<file path="src/rtl/reset_seq_pkg.sv">
// rtl/reset_seq_pkg.sv - shared state encoding and width helper for the staggered reset sequencer
package reset_seq_pkg;

    typedef enum logic [1:0] {
        WAIT    = 2'd0,
        ASSERT  = 2'd1,
        RELEASE = 2'd2,
        DONE    = 2'd3
    } state_t;

    // Smallest unsigned width whose all-ones value covers max_val.
    function automatic int cnt_width(input longint max_val);
        int w;
        w = 1;
        while (((64'd1 << w) - 64'd1) < 64'(max_val)) begin
            w++;
        end
        return w;
    endfunction

endpackage

</file>
<file path="src/rtl/reset_seq.sv">
// rtl/reset_seq.sv - staggered multi-channel reset sequencer with runtime re-trigger
// Optional watchdog re-trigger in DONE when RESET_SEQ_WDOG_EN is defined.
module reset_seq
    import reset_seq_pkg::*;
#(
    parameter int N_CH    = 4,
    parameter int CNT_W   = 30,
    parameter int DELAY   = 10000,
    parameter int PULSE   = 10000,
    parameter int STAGGER = 1000,
    parameter int WDOG    = 1000000
) (
    input  logic            clk_in,
    input  logic            rst_n,
    input  logic            EN,
    input  logic            req,
    input  logic            kick,
    output logic [N_CH-1:0] rst,
    output logic            busy,
    output logic            done
);

    localparam int REL_SPAN = PULSE + (N_CH - 1) * STAGGER;
    localparam int MAX_CNT  = (DELAY > REL_SPAN) ? DELAY : REL_SPAN;

    if (CNT_W < cnt_width(MAX_CNT)) begin : g_cnt_w_check
        $error("reset_seq: CNT_W too narrow for DELAY/PULSE/STAGGER");
    end

    // The hold-off spans DELAY full cycles counted from the first enabled edge.
    localparam logic [CNT_W-1:0] DELAY_END = CNT_W'(DELAY);
    localparam logic [CNT_W-1:0] PULSE_END = CNT_W'(PULSE - 1);
    localparam logic [CNT_W-1:0] LAST_END  = CNT_W'((N_CH - 1) * STAGGER - 1);
    localparam logic [N_CH-1:0]  ALL_ON    = {N_CH{1'b1}};
    localparam bit               FAST_DONE = (STAGGER == 0) || (N_CH == 1);

    state_t            state_q, state_d;
    logic [CNT_W-1:0]  cnt_q, cnt_d;
    logic [N_CH-1:0]   rst_q, rst_d;
    logic              busy_q, busy_d;
    logic              done_q, done_d;
    logic              wd_fire;

    always_comb begin
        state_d = state_q;
        cnt_d   = cnt_q;
        rst_d   = rst_q;
        busy_d  = busy_q;
        done_d  = done_q;
        case (state_q)
            WAIT: begin
                if (cnt_q == DELAY_END) begin
                    state_d = ASSERT;
                    cnt_d   = '0;
                    rst_d   = ALL_ON;
                    busy_d  = 1'b1;
                end else begin
                    cnt_d = cnt_q + 1'b1;
                end
            end
            ASSERT: begin
                if (cnt_q == PULSE_END) begin
                    cnt_d = '0;
                    if (FAST_DONE) begin
                        state_d = DONE;
                        rst_d   = '0;
                        busy_d  = 1'b0;
                        done_d  = 1'b1;
                    end else begin
                        state_d  = RELEASE;
                        rst_d[0] = 1'b0;
                    end
                end else begin
                    cnt_d = cnt_q + 1'b1;
                end
            end
            RELEASE: begin
                for (int k = 1; k < N_CH; k++) begin
                    if (cnt_q == CNT_W'(k * STAGGER - 1)) begin
                        rst_d[k] = 1'b0;
                    end
                end
                // Counter is left frozen once DONE is reached.
                if (cnt_q == LAST_END) begin
                    state_d = DONE;
                    rst_d   = '0;
                    busy_d  = 1'b0;
                    done_d  = 1'b1;
                end else begin
                    cnt_d = cnt_q + 1'b1;
                end
            end
            DONE: begin
                if (req || wd_fire) begin
                    state_d = ASSERT;
                    cnt_d   = '0;
                    rst_d   = ALL_ON;
                    busy_d  = 1'b1;
                    done_d  = 1'b0;
                end
            end
            default: begin
                state_d = WAIT;
                cnt_d   = '0;
                rst_d   = '0;
                busy_d  = 1'b0;
                done_d  = 1'b0;
            end
        endcase
    end

    // Disable clears exactly like reset so no channel is driven while off.
    always_ff @(posedge clk_in) begin
        if (!rst_n || !EN) begin
            state_q <= WAIT;
            cnt_q   <= '0;
            rst_q   <= '0;
            busy_q  <= 1'b0;
            done_q  <= 1'b0;
        end else begin
            state_q <= state_d;
            cnt_q   <= cnt_d;
            rst_q   <= rst_d;
            busy_q  <= busy_d;
            done_q  <= done_d;
        end
    end

`ifdef RESET_SEQ_WDOG_EN
    localparam logic [CNT_W-1:0] WDOG_END = CNT_W'(WDOG - 1);

    logic [CNT_W-1:0] wd_q, wd_d;

    assign wd_fire = (state_q == DONE) && !kick && (wd_q == WDOG_END);

    always_comb begin
        wd_d = '0;
        if ((state_q == DONE) && !req && !kick && !wd_fire) begin
            wd_d = wd_q + 1'b1;
        end
    end

    always_ff @(posedge clk_in) begin
        if (!rst_n || !EN) begin
            wd_q <= '0;
        end else begin
            wd_q <= wd_d;
        end
    end
`else
    logic unused_kick;
    assign unused_kick = kick;
    assign wd_fire     = 1'b0;
`endif

    assign rst  = rst_q;
    assign busy = busy_q;
    assign done = done_q;

endmodule

</file>
<file path="config.mk">
export PLATFORM = sky130hd
export DESIGN_NAME = reset_seq
export DESIGN_NICKNAME = d
export VERILOG_FILES = /design/src/rtl/reset_seq_pkg.sv /design/src/rtl/reset_seq.sv
export SDC_FILE = /design/constraint.sdc
export NUM_CORES = 1
export LEC_CHECK = 0
export BUFFER_PORTS_ARGS = -buffer_cell sky130_fd_sc_hd__buf_2
export CELL_PAD_IN_SITES_DETAIL_PLACEMENT = 1
export CELL_PAD_IN_SITES_GLOBAL_PLACEMENT = 2
export CORE_UTILIZATION = 41
export CTS_BUF_LIST = sky130_fd_sc_hd__clkbuf_8
export CTS_CLUSTER_DIAMETER = 30
export DETAILED_ROUTE_END_ITERATION = 12
export PLACE_DENSITY = 0.91
export SETUP_SLACK_MARGIN = 0.02
export SLEW_MARGIN = 5
export SYNTH_ARGS = -nofsm -noshare
export SYNTH_HDL_FRONTEND = slang
export SYNTH_SLANG_ARGS = --single-unit
</file>
<file path="constraint.sdc">
create_clock -name clk_in -period 3.8 [get_ports clk_in]
set_input_delay 0.76 -clock clk_in [delete_from_list [all_inputs] [get_ports clk_in]]
set_output_delay 0.76 -clock clk_in [all_outputs]
set_load 0.05 [all_outputs]
</file>
==> impl_metrics.xml, run 1 <==
<?xml version="1.0" encoding="UTF-8"?>
<metrics>
  <group name="synth">
    <metric name="yosys_warnings" unit="">0</metric>
    <metric name="netlist_instances" unit="">288</metric>
    <metric name="yosysUniqueCellTypes" unit="">47</metric>
    <metric name="post_synth.cell_area_avg" unit="um2">7.99</metric>
    <metric name="postSynthRegisterBits" unit="">37</metric>
    <metric name="asyncSetResetFlopFracSynth" unit="">0</metric>
    <metric name="dominantRegCellSynth" unit="">dfxtp_1</metric>
    <metric name="synth_top_cells_by_area" unit="">dfxtp_1 (32%), nand3_1 (5.0%), ha_1 (4.9%)</metric>
    <metric name="synth_top_area_cell" unit="">dfxtp_1</metric>
    <metric name="synth_largest_type_area_fraction" unit="">0.322</metric>
    <metric name="synth.cell_area" unit="um2">2300</metric>
    <metric name="synth.net_count" unit="">302</metric>
    <metric name="ys_seq_area_frac" unit="">0.322</metric>
    <metric name="synth_enable_flop_cells" unit="">0</metric>
  </group>
  <group name="critical_path">
    <metric name="setup.reg_to_reg.worst_slack" unit="ns">0.85</metric>
    <metric name="worst_r2r_endpoint" unit="">cnt_q[3]</metric>
    <metric name="ff2ff_path_depth" unit="">7</metric>
    <metric name="cp_arrival" unit="ns">3.14</metric>
    <metric name="timing.critical_path.to_type" unit="">flip-flop</metric>
    <metric name="launch_instance_of_the_worst_register_to_register_path" unit="">cnt_q[10]</metric>
    <metric name="cp.required" unit="ns">3.99</metric>
    <metric name="critical_path_class" unit="">flip-flop to flip-flop</metric>
    <metric name="cp_max_fo" unit="">15</metric>
    <metric name="crit_path_start_kind" unit="">flip-flop</metric>
  </group>
  <group name="sta">
    <metric name="setup-violations-final" unit="">0</metric>
    <metric name="post-route-min-period" unit="ns">2.95</metric>
    <metric name="max_freq" unit="GHz">0.339</metric>
    <metric name="worst-slew-pin-transition" unit="ns">0.789</metric>
    <metric name="max_slew_margin" unit="">0.474</metric>
    <metric name="fin_setup_tns" unit="ns">0</metric>
    <metric name="rsz0062_at_grt" unit="">no</metric>
    <metric name="final-max-slew-violation-count" unit="">0</metric>
    <metric name="finalHoldViolCount" unit="">0</metric>
    <metric name="final.setup.worst_slack" unit="ns">0.849</metric>
    <metric name="fin_skew" unit="ns">0.0130</metric>
    <metric name="period_utilization_post_route" unit="">0.777</metric>
  </group>
  <group name="clock_tree">
    <metric name="numCtsBuffers" unit="">5</metric>
    <metric name="postCtsSetupBuffers" unit="">0</metric>
    <metric name="clkSinkCount" unit="">37</metric>
    <metric name="cts_max_path_buffers" unit="">2</metric>
    <metric name="post_cts_resized" unit="">0</metric>
    <metric name="tritoncts" unit="">built</metric>
    <metric name="clkLatencyLatePin" unit="ns">0.30</metric>
    <metric name="h-tree-depth" unit="">2</metric>
    <metric name="root_buffer" unit="">clkbuf_8</metric>
    <metric name="clk_pin_slew_worst_paths" unit="ns">0.08</metric>
    <metric name="holdBufCountCts" unit="">0</metric>
  </group>
  <group name="hold_path">
    <metric name="hold_crit_path_type" unit="">flip-flop to flip-flop</metric>
    <metric name="hp-start" unit="">rst[1]</metric>
    <metric name="hold_path_end" unit="">rst[1]</metric>
    <metric name="cell_depth_of_the_worst_hold_path" unit="">2</metric>
  </group>
  <group name="layout">
    <metric name="finalCoreUtilization" unit="">0.487</metric>
    <metric name="area_delta_synth_final" unit="%">11.5</metric>
    <metric name="final_layout_size_suffix_gt1_frac" unit="">0.110</metric>
    <metric name="antenna_cells" unit="">0</metric>
    <metric name="finalNetCount" unit="">314</metric>
    <metric name="filler_cell_count" unit="">659</metric>
  </group>
  <group name="global_routing">
    <metric name="global_route_wire_length_before_repair" unit="mm">11.4</metric>
    <metric name="initial_antenna_violation_count" unit="">0</metric>
    <metric name="overflow" unit="">0</metric>
    <metric name="via_count_of_the_first_global_routing_pass" unit="">2244</metric>
    <metric name="grt_max_degree" unit="">16</metric>
    <metric name="gr-usage-all-layers" unit="">0.246</metric>
  </group>
  <group name="place">
    <metric name="hpwl_after_detailed_placement" unit="mm">4.94</metric>
    <metric name="placement.io_buffers" unit="">9</metric>
    <metric name="placer_congestion" unit="">0.875</metric>
    <metric name="placement.setup.worst_slack" unit="ns">0.900</metric>
  </group>
  <group name="power_and_ir_drop">
    <metric name="pnr_total_power" unit="uW">839</metric>
    <metric name="power.ir.vdd_worst" unit="V">0.000132</metric>
    <metric name="power-per-cell-area" unit="nW/um2">327</metric>
    <metric name="total_leakage_power" unit="uW">0.000978</metric>
  </group>
  <group name="detailed_routing">
    <metric name="wl_per_cell" unit="um">18.3</metric>
    <metric name="drt_iter0_markers" unit="">189</metric>
    <metric name="detail_route.vias_per_cell" unit="">6.23</metric>
    <metric name="drt_wirelength" unit="mm">6.81</metric>
    <metric name="ant_nets" unit="">0</metric>
    <metric name="detailedRoute.firstPassIterationCount" unit="">4</metric>
    <metric name="via_count" unit="">2312</metric>
    <metric name="remaining_drc_errors" unit="">0</metric>
  </group>
  <group name="die">
    <metric name="die_height" unit="um">76.9</metric>
    <metric name="dieWidth" unit="um">76.9</metric>
    <metric name="initial_utilization" unit="">0.437</metric>
    <metric name="floorplan.rows" unit="">26</metric>
    <metric name="core_area" unit="um2">5270</metric>
    <metric name="ioPinCount" unit="">11</metric>
    <metric name="dieArea" unit="um2">5920</metric>
  </group>
  <group name="run_status">
    <metric name="run_status" unit="">finished, final reports clean</metric>
  </group>
  <group name="job">
    <metric name="maximum_capacitance_violations" unit="">0</metric>
  </group>
</metrics>
-- kinds of logic after synthesis --
family          Yosys count  synth area share
compound gates           78             0.231
buf+inv                  24            0.0462
flops                    37             0.322
fa+ha+maj                 9            0.0489
mux                       6            0.0261
simple gates            134             0.326
-- area by class of cell --
type                    instances  area (um2)  area share
inverters                      13        48.8      0.0190
repair buffers                 16        97.6      0.0380
clock buffers                   5        68.8      0.0268
multi-input cells             227        1460       0.568
well taps                      70        87.6      0.0341
flip-flops and latches         37         741       0.288
clock inverters                 3        65.1      0.0253
-- metrics by stage --
stage	instance area, um2	hold slack (ns)	cells
after floorplan	2300	0.453	288
after global placement	2430	0.441	363
after detailed placement	2430	0.462	363
after CTS	2570	0.474	371
after global routing	2570	0.488	371
final	2570	0.466	371
-- synthesized netlist by cell type (8+ instances only) --
cell / count
dfxtp_1: 37
nand2_1: 26
nand3_1: 23
a21oi_1: 21
nor2_1: 18
inv_1: 13
o21ai_0: 13
and3_1: 10
nand4_1: 10
ha_1: 9
nor4_1: 9
o31ai_1: 9
a21o_1: 8
-- sequential cells by signal, indices dropped and copies added (netlist names) --
name / count
state_q: 2
rst: 4
done: 1
cnt_q: 30
-- power by group --
group / switching [uW] / internal, uW
clock network: 156 / 261
logic: 20.5 / 11.4
registers: 1.79 / 388
-- worst max-delay path: stages, from the launching register on --
cell and delay (ns):
dfxtp_1 0.47, nand4b_1 0.17, or4_4 0.55, o41ai_4 0.63, a21oi_2 0.34, buf_4 0.29, a21o_1 0.17, a22o_1 0.22
-- worst max path at each step --
stage / slack (ns) / from / end
final: 0.85 / cnt_q[10] / cnt_q[3]
after global routing: 0.73 / cnt_q[10] / cnt_q[3]
after CTS: 0.87 / cnt_q[10] / cnt_q[3]
after detailed placement: 0.90 / cnt_q[10] / cnt_q[3]
after global placement: 0.95 / cnt_q[10] / cnt_q[3]
after floorplan: 1.49 / cnt_q[11] / cnt_q[11]
-- layout by cell type (no fill, tap or decap), types with 7 or more instances in the layout --
cell type and count:
dfxtp_1 37, and3_1 10, o21ai_0 13, o31ai_1 9, a21oi_1 20, buf_4 7, a21o_1 8, nor2_1 18
inv_1 13, ha_1 9, nand2_1 26, nand4_1 10, buf_2 9, nor4_1 9, nand3_1 23
-- metal layers --
metal	vias up	GRT usage	part of all wire
li1	1119	-	-
met1	1138	0.328	0.49
met2	44	0.402	0.47
met3	11	0.0405	0.028
met4	0	0.0788	0.016
met5	-	0	0
No activity file was read; power rests on OpenSTA's default activity.
==> run 2, diff against run 1 <==
--- a/config.mk
+++ b/config.mk
@@ -8,11 +8,11 @@
 export BUFFER_PORTS_ARGS = -buffer_cell sky130_fd_sc_hd__buf_2
 export CELL_PAD_IN_SITES_DETAIL_PLACEMENT = 1
 export CELL_PAD_IN_SITES_GLOBAL_PLACEMENT = 2
-export CORE_UTILIZATION = 41
+export CORE_UTILIZATION = 38
 export CTS_BUF_LIST = sky130_fd_sc_hd__clkbuf_8
 export CTS_CLUSTER_DIAMETER = 30
 export DETAILED_ROUTE_END_ITERATION = 12
-export PLACE_DENSITY = 0.91
+export PLACE_DENSITY = 0.85
 export SETUP_SLACK_MARGIN = 0.02
 export SLEW_MARGIN = 5
 export SYNTH_ARGS = -nofsm -noshare
==> constraint.sdc (replaced) <==
create_clock -name clk_in -period 3.1 [get_ports clk_in]
set_input_delay 0.62 -clock clk_in [delete_from_list [all_inputs] [get_ports clk_in]]
set_output_delay 0.62 -clock clk_in [all_outputs]
set_load 0.05 [all_outputs]
==> run 2 against run 1 <==
Sequential cell count stayed put. Global-route usage grew 0.24 points. Die area rose by 7.7%. Final cell count up 1.9%. Core utilization down 3.5 points. Clock-buffer cell count up 1. Worst hold slack gained 0.00078 ns. Via count grew 1.6%. Critical endpoint unchanged. Combinational power grew 27%.
==> impl_metrics.xml, run 2 (synthesis gave the netlist of run 1 again) <==
<?xml version="1.0" encoding="UTF-8"?>
<metrics>
  <group name="job">
    <metric name="maximum_capacitance_violations" unit="">0</metric>
  </group>
  <group name="clock_tree">
    <metric name="clk_pin_slew_worst_paths" unit="ns">0.08</metric>
    <metric name="postCtsSetupBuffers" unit="">0</metric>
    <metric name="h-tree-depth" unit="">2</metric>
    <metric name="tritoncts" unit="">built</metric>
    <metric name="clkLatencyLatePin" unit="ns">0.29</metric>
    <metric name="clkSinkCount" unit="">37</metric>
    <metric name="holdBufCountCts" unit="">0</metric>
    <metric name="root_buffer" unit="">clkbuf_8</metric>
    <metric name="cts_max_path_buffers" unit="">2</metric>
    <metric name="post_cts_resized" unit="">0</metric>
    <metric name="numCtsBuffers" unit="">5</metric>
  </group>
  <group name="detailed_routing">
    <metric name="ant_nets" unit="">0</metric>
    <metric name="remaining_drc_errors" unit="">0</metric>
    <metric name="via_count" unit="">2348</metric>
    <metric name="detailedRoute.firstPassIterationCount" unit="">4</metric>
    <metric name="detail_route.vias_per_cell" unit="">6.21</metric>
    <metric name="drt_wirelength" unit="mm">7.13</metric>
    <metric name="wl_per_cell" unit="um">18.9</metric>
    <metric name="drt_iter0_markers" unit="">130</metric>
  </group>
  <group name="place">
    <metric name="placement.io_buffers" unit="">9</metric>
    <metric name="hpwl_after_detailed_placement" unit="mm">5.35</metric>
    <metric name="placer_congestion" unit="">0.852</metric>
  </group>
  <group name="sta">
    <metric name="fin_skew" unit="ns">0.00670</metric>
    <metric name="post-route-min-period" unit="ns">2.67</metric>
    <metric name="finalHoldViolCount" unit="">0</metric>
    <metric name="worst-slew-pin-transition" unit="ns">0.604</metric>
    <metric name="hold-worst-slack" unit="ns">0.467</metric>
    <metric name="period_utilization_post_route" unit="">0.861</metric>
    <metric name="fin_setup_tns" unit="ns">0</metric>
    <metric name="setup-violations-final" unit="">0</metric>
    <metric name="final-max-slew-violation-count" unit="">0</metric>
    <metric name="max_freq" unit="GHz">0.375</metric>
    <metric name="rsz0062_at_grt" unit="">no</metric>
    <metric name="max_slew_margin" unit="">0.596</metric>
  </group>
  <group name="critical_path">
    <metric name="crit_family" unit="">simple AND/OR/NAND/NOR gates</metric>
    <metric name="cp.required" unit="ns">3.33</metric>
    <metric name="timing.critical_path.to_type" unit="">flip-flop</metric>
    <metric name="crit_path_start_kind" unit="">flip-flop</metric>
    <metric name="crit_path_top_delay_cell" unit="">or4_1</metric>
    <metric name="critical-path-max-stage-delay" unit="ns">0.57</metric>
    <metric name="critical_path.cell_chain" unit="">or4_1 &gt; nor4_1 &gt; nand4bb_1 &gt; a21oi_2 &gt; buf_4 &gt; a21o_1 &gt; a22o_1</metric>
    <metric name="critical_path_class" unit="">flip-flop to flip-flop</metric>
    <metric name="cp_arrival" unit="ns">2.90</metric>
    <metric name="cp_max_fo" unit="">9</metric>
    <metric name="cp.buffers_inverters" unit="">1</metric>
  </group>
  <group name="power_and_ir_drop">
    <metric name="power-per-cell-area" unit="nW/um2">339</metric>
    <metric name="power.ir.vdd_worst" unit="V">0.000175</metric>
    <metric name="total_leakage_power" unit="uW">0.000989</metric>
  </group>
  <group name="layout">
    <metric name="antenna_cells" unit="">0</metric>
    <metric name="final-seq-area" unit="um2">741</metric>
    <metric name="finalNetCount" unit="">320</metric>
    <metric name="multi_input_comb_area" unit="um2">1460</metric>
    <metric name="register_containing_the_most_flip_flops_in_the_final_layout" unit="">cnt_q</metric>
    <metric name="final_common_cell" unit="">dfxtp_1</metric>
    <metric name="max_reg_flops" unit="">30</metric>
    <metric name="area_delta_synth_final" unit="%">11.5</metric>
    <metric name="filler_cell_count" unit="">702</metric>
    <metric name="layout_common_cells" unit="">dfxtp_1 (37), nand2_1 (26), nand3_1 (23)</metric>
    <metric name="final_layout_size_suffix_gt1_frac" unit="">0.121</metric>
  </group>
  <group name="die">
    <metric name="dieWidth" unit="um">79.8</metric>
    <metric name="floorplan.rows" unit="">27</metric>
    <metric name="initial_utilization" unit="">0.406</metric>
    <metric name="ioPinCount" unit="">11</metric>
    <metric name="core_area" unit="um2">5680</metric>
    <metric name="dieArea" unit="um2">6370</metric>
    <metric name="die_height" unit="um">79.8</metric>
  </group>
  <group name="hold_path">
    <metric name="hold_crit_path_type" unit="">flip-flop to flip-flop</metric>
  </group>
  <group name="run_status">
    <metric name="run_status" unit="">finished, final reports clean</metric>
  </group>
  <group name="global_routing">
    <metric name="via_count_of_the_first_global_routing_pass" unit="">2419</metric>
    <metric name="overflow" unit="">0</metric>
    <metric name="gr-usage-all-layers" unit="">0.249</metric>
    <metric name="grt_max_degree" unit="">16</metric>
    <metric name="global_route_wire_length_before_repair" unit="mm">12.1</metric>
    <metric name="initial_antenna_violation_count" unit="">0</metric>
  </group>
</metrics>
## run 2: changes by cell type in the layout (fill, tap and decap cells not counted), sizes merged
cell / change
clkinv: -1
clkbuf: +1
buf: +6
bufinv: -2
inv: +1
## run 2: final cells by class
class | instances | area share
Multi-Input combinational cell | 227 | 0.568
Sequential cell | 37 | 0.288
Timing Repair Buffer | 22 | 0.0556
Tap cell | 72 | 0.0351
Clock buffer | 6 | 0.0322
Inverter | 13 | 0.0190
Clock inverter | 1 | 0.00146
## run 2: final timing paths
path                   end  slack, ns  depth (start not counted)       from
hold / removal      rst[0]       0.47                          2     rst[0]
hold reg to reg     rst[0]       0.47                          2     rst[0]
setup / recovery  cnt_q[3]       0.43                          7  cnt_q[16]
setup reg to reg  cnt_q[3]       0.43                          7  cnt_q[16]
## run 2: through the flow
stage	util	cell area, um2	instances	power (uW)	setup WS, ns
6_report	0.452	2570	378	870	0.432
5_1_grt	0.452	2570	378	907	0.200
2_1_floorplan	-	2300	288	515	0.787
3_5_place_dp	0.437	2480	371	529	0.460
4_1_cts	0.452	2570	378	879	0.409
3_3_place_gp	0.437	2480	371	528	0.493
## run 2: metal layers
metal  track usage  up-vias  part of all wire  routed length [um]
met1         0.323     1164              0.49                3520
met4        0.0589        0             0.014                  99
met5             0        -                 0                   0
met2         0.421       36              0.47                3350
li1              -     1136                 -                   -
met3        0.0480       12             0.022                 160
## run 2: power breakdown
| part | switching, uW | internal [uW] | total [uW] |
|---|---|---|---|
| clock | 178 | 173 | 351 |
| combinational | 25.7 | 14.8 | 40.5 |
| sequential | 2.25 | 476 | 478 |
## run 2: worst register-to-register path: stages (launching register included)
cell	delay, ns
dfxtp_1	0.36
or4_1	0.57
nor4_1	0.41
nand4bb_1	0.26
a21oi_2	0.49
buf_4	0.28
a21o_1	0.10
a22o_1	0.13
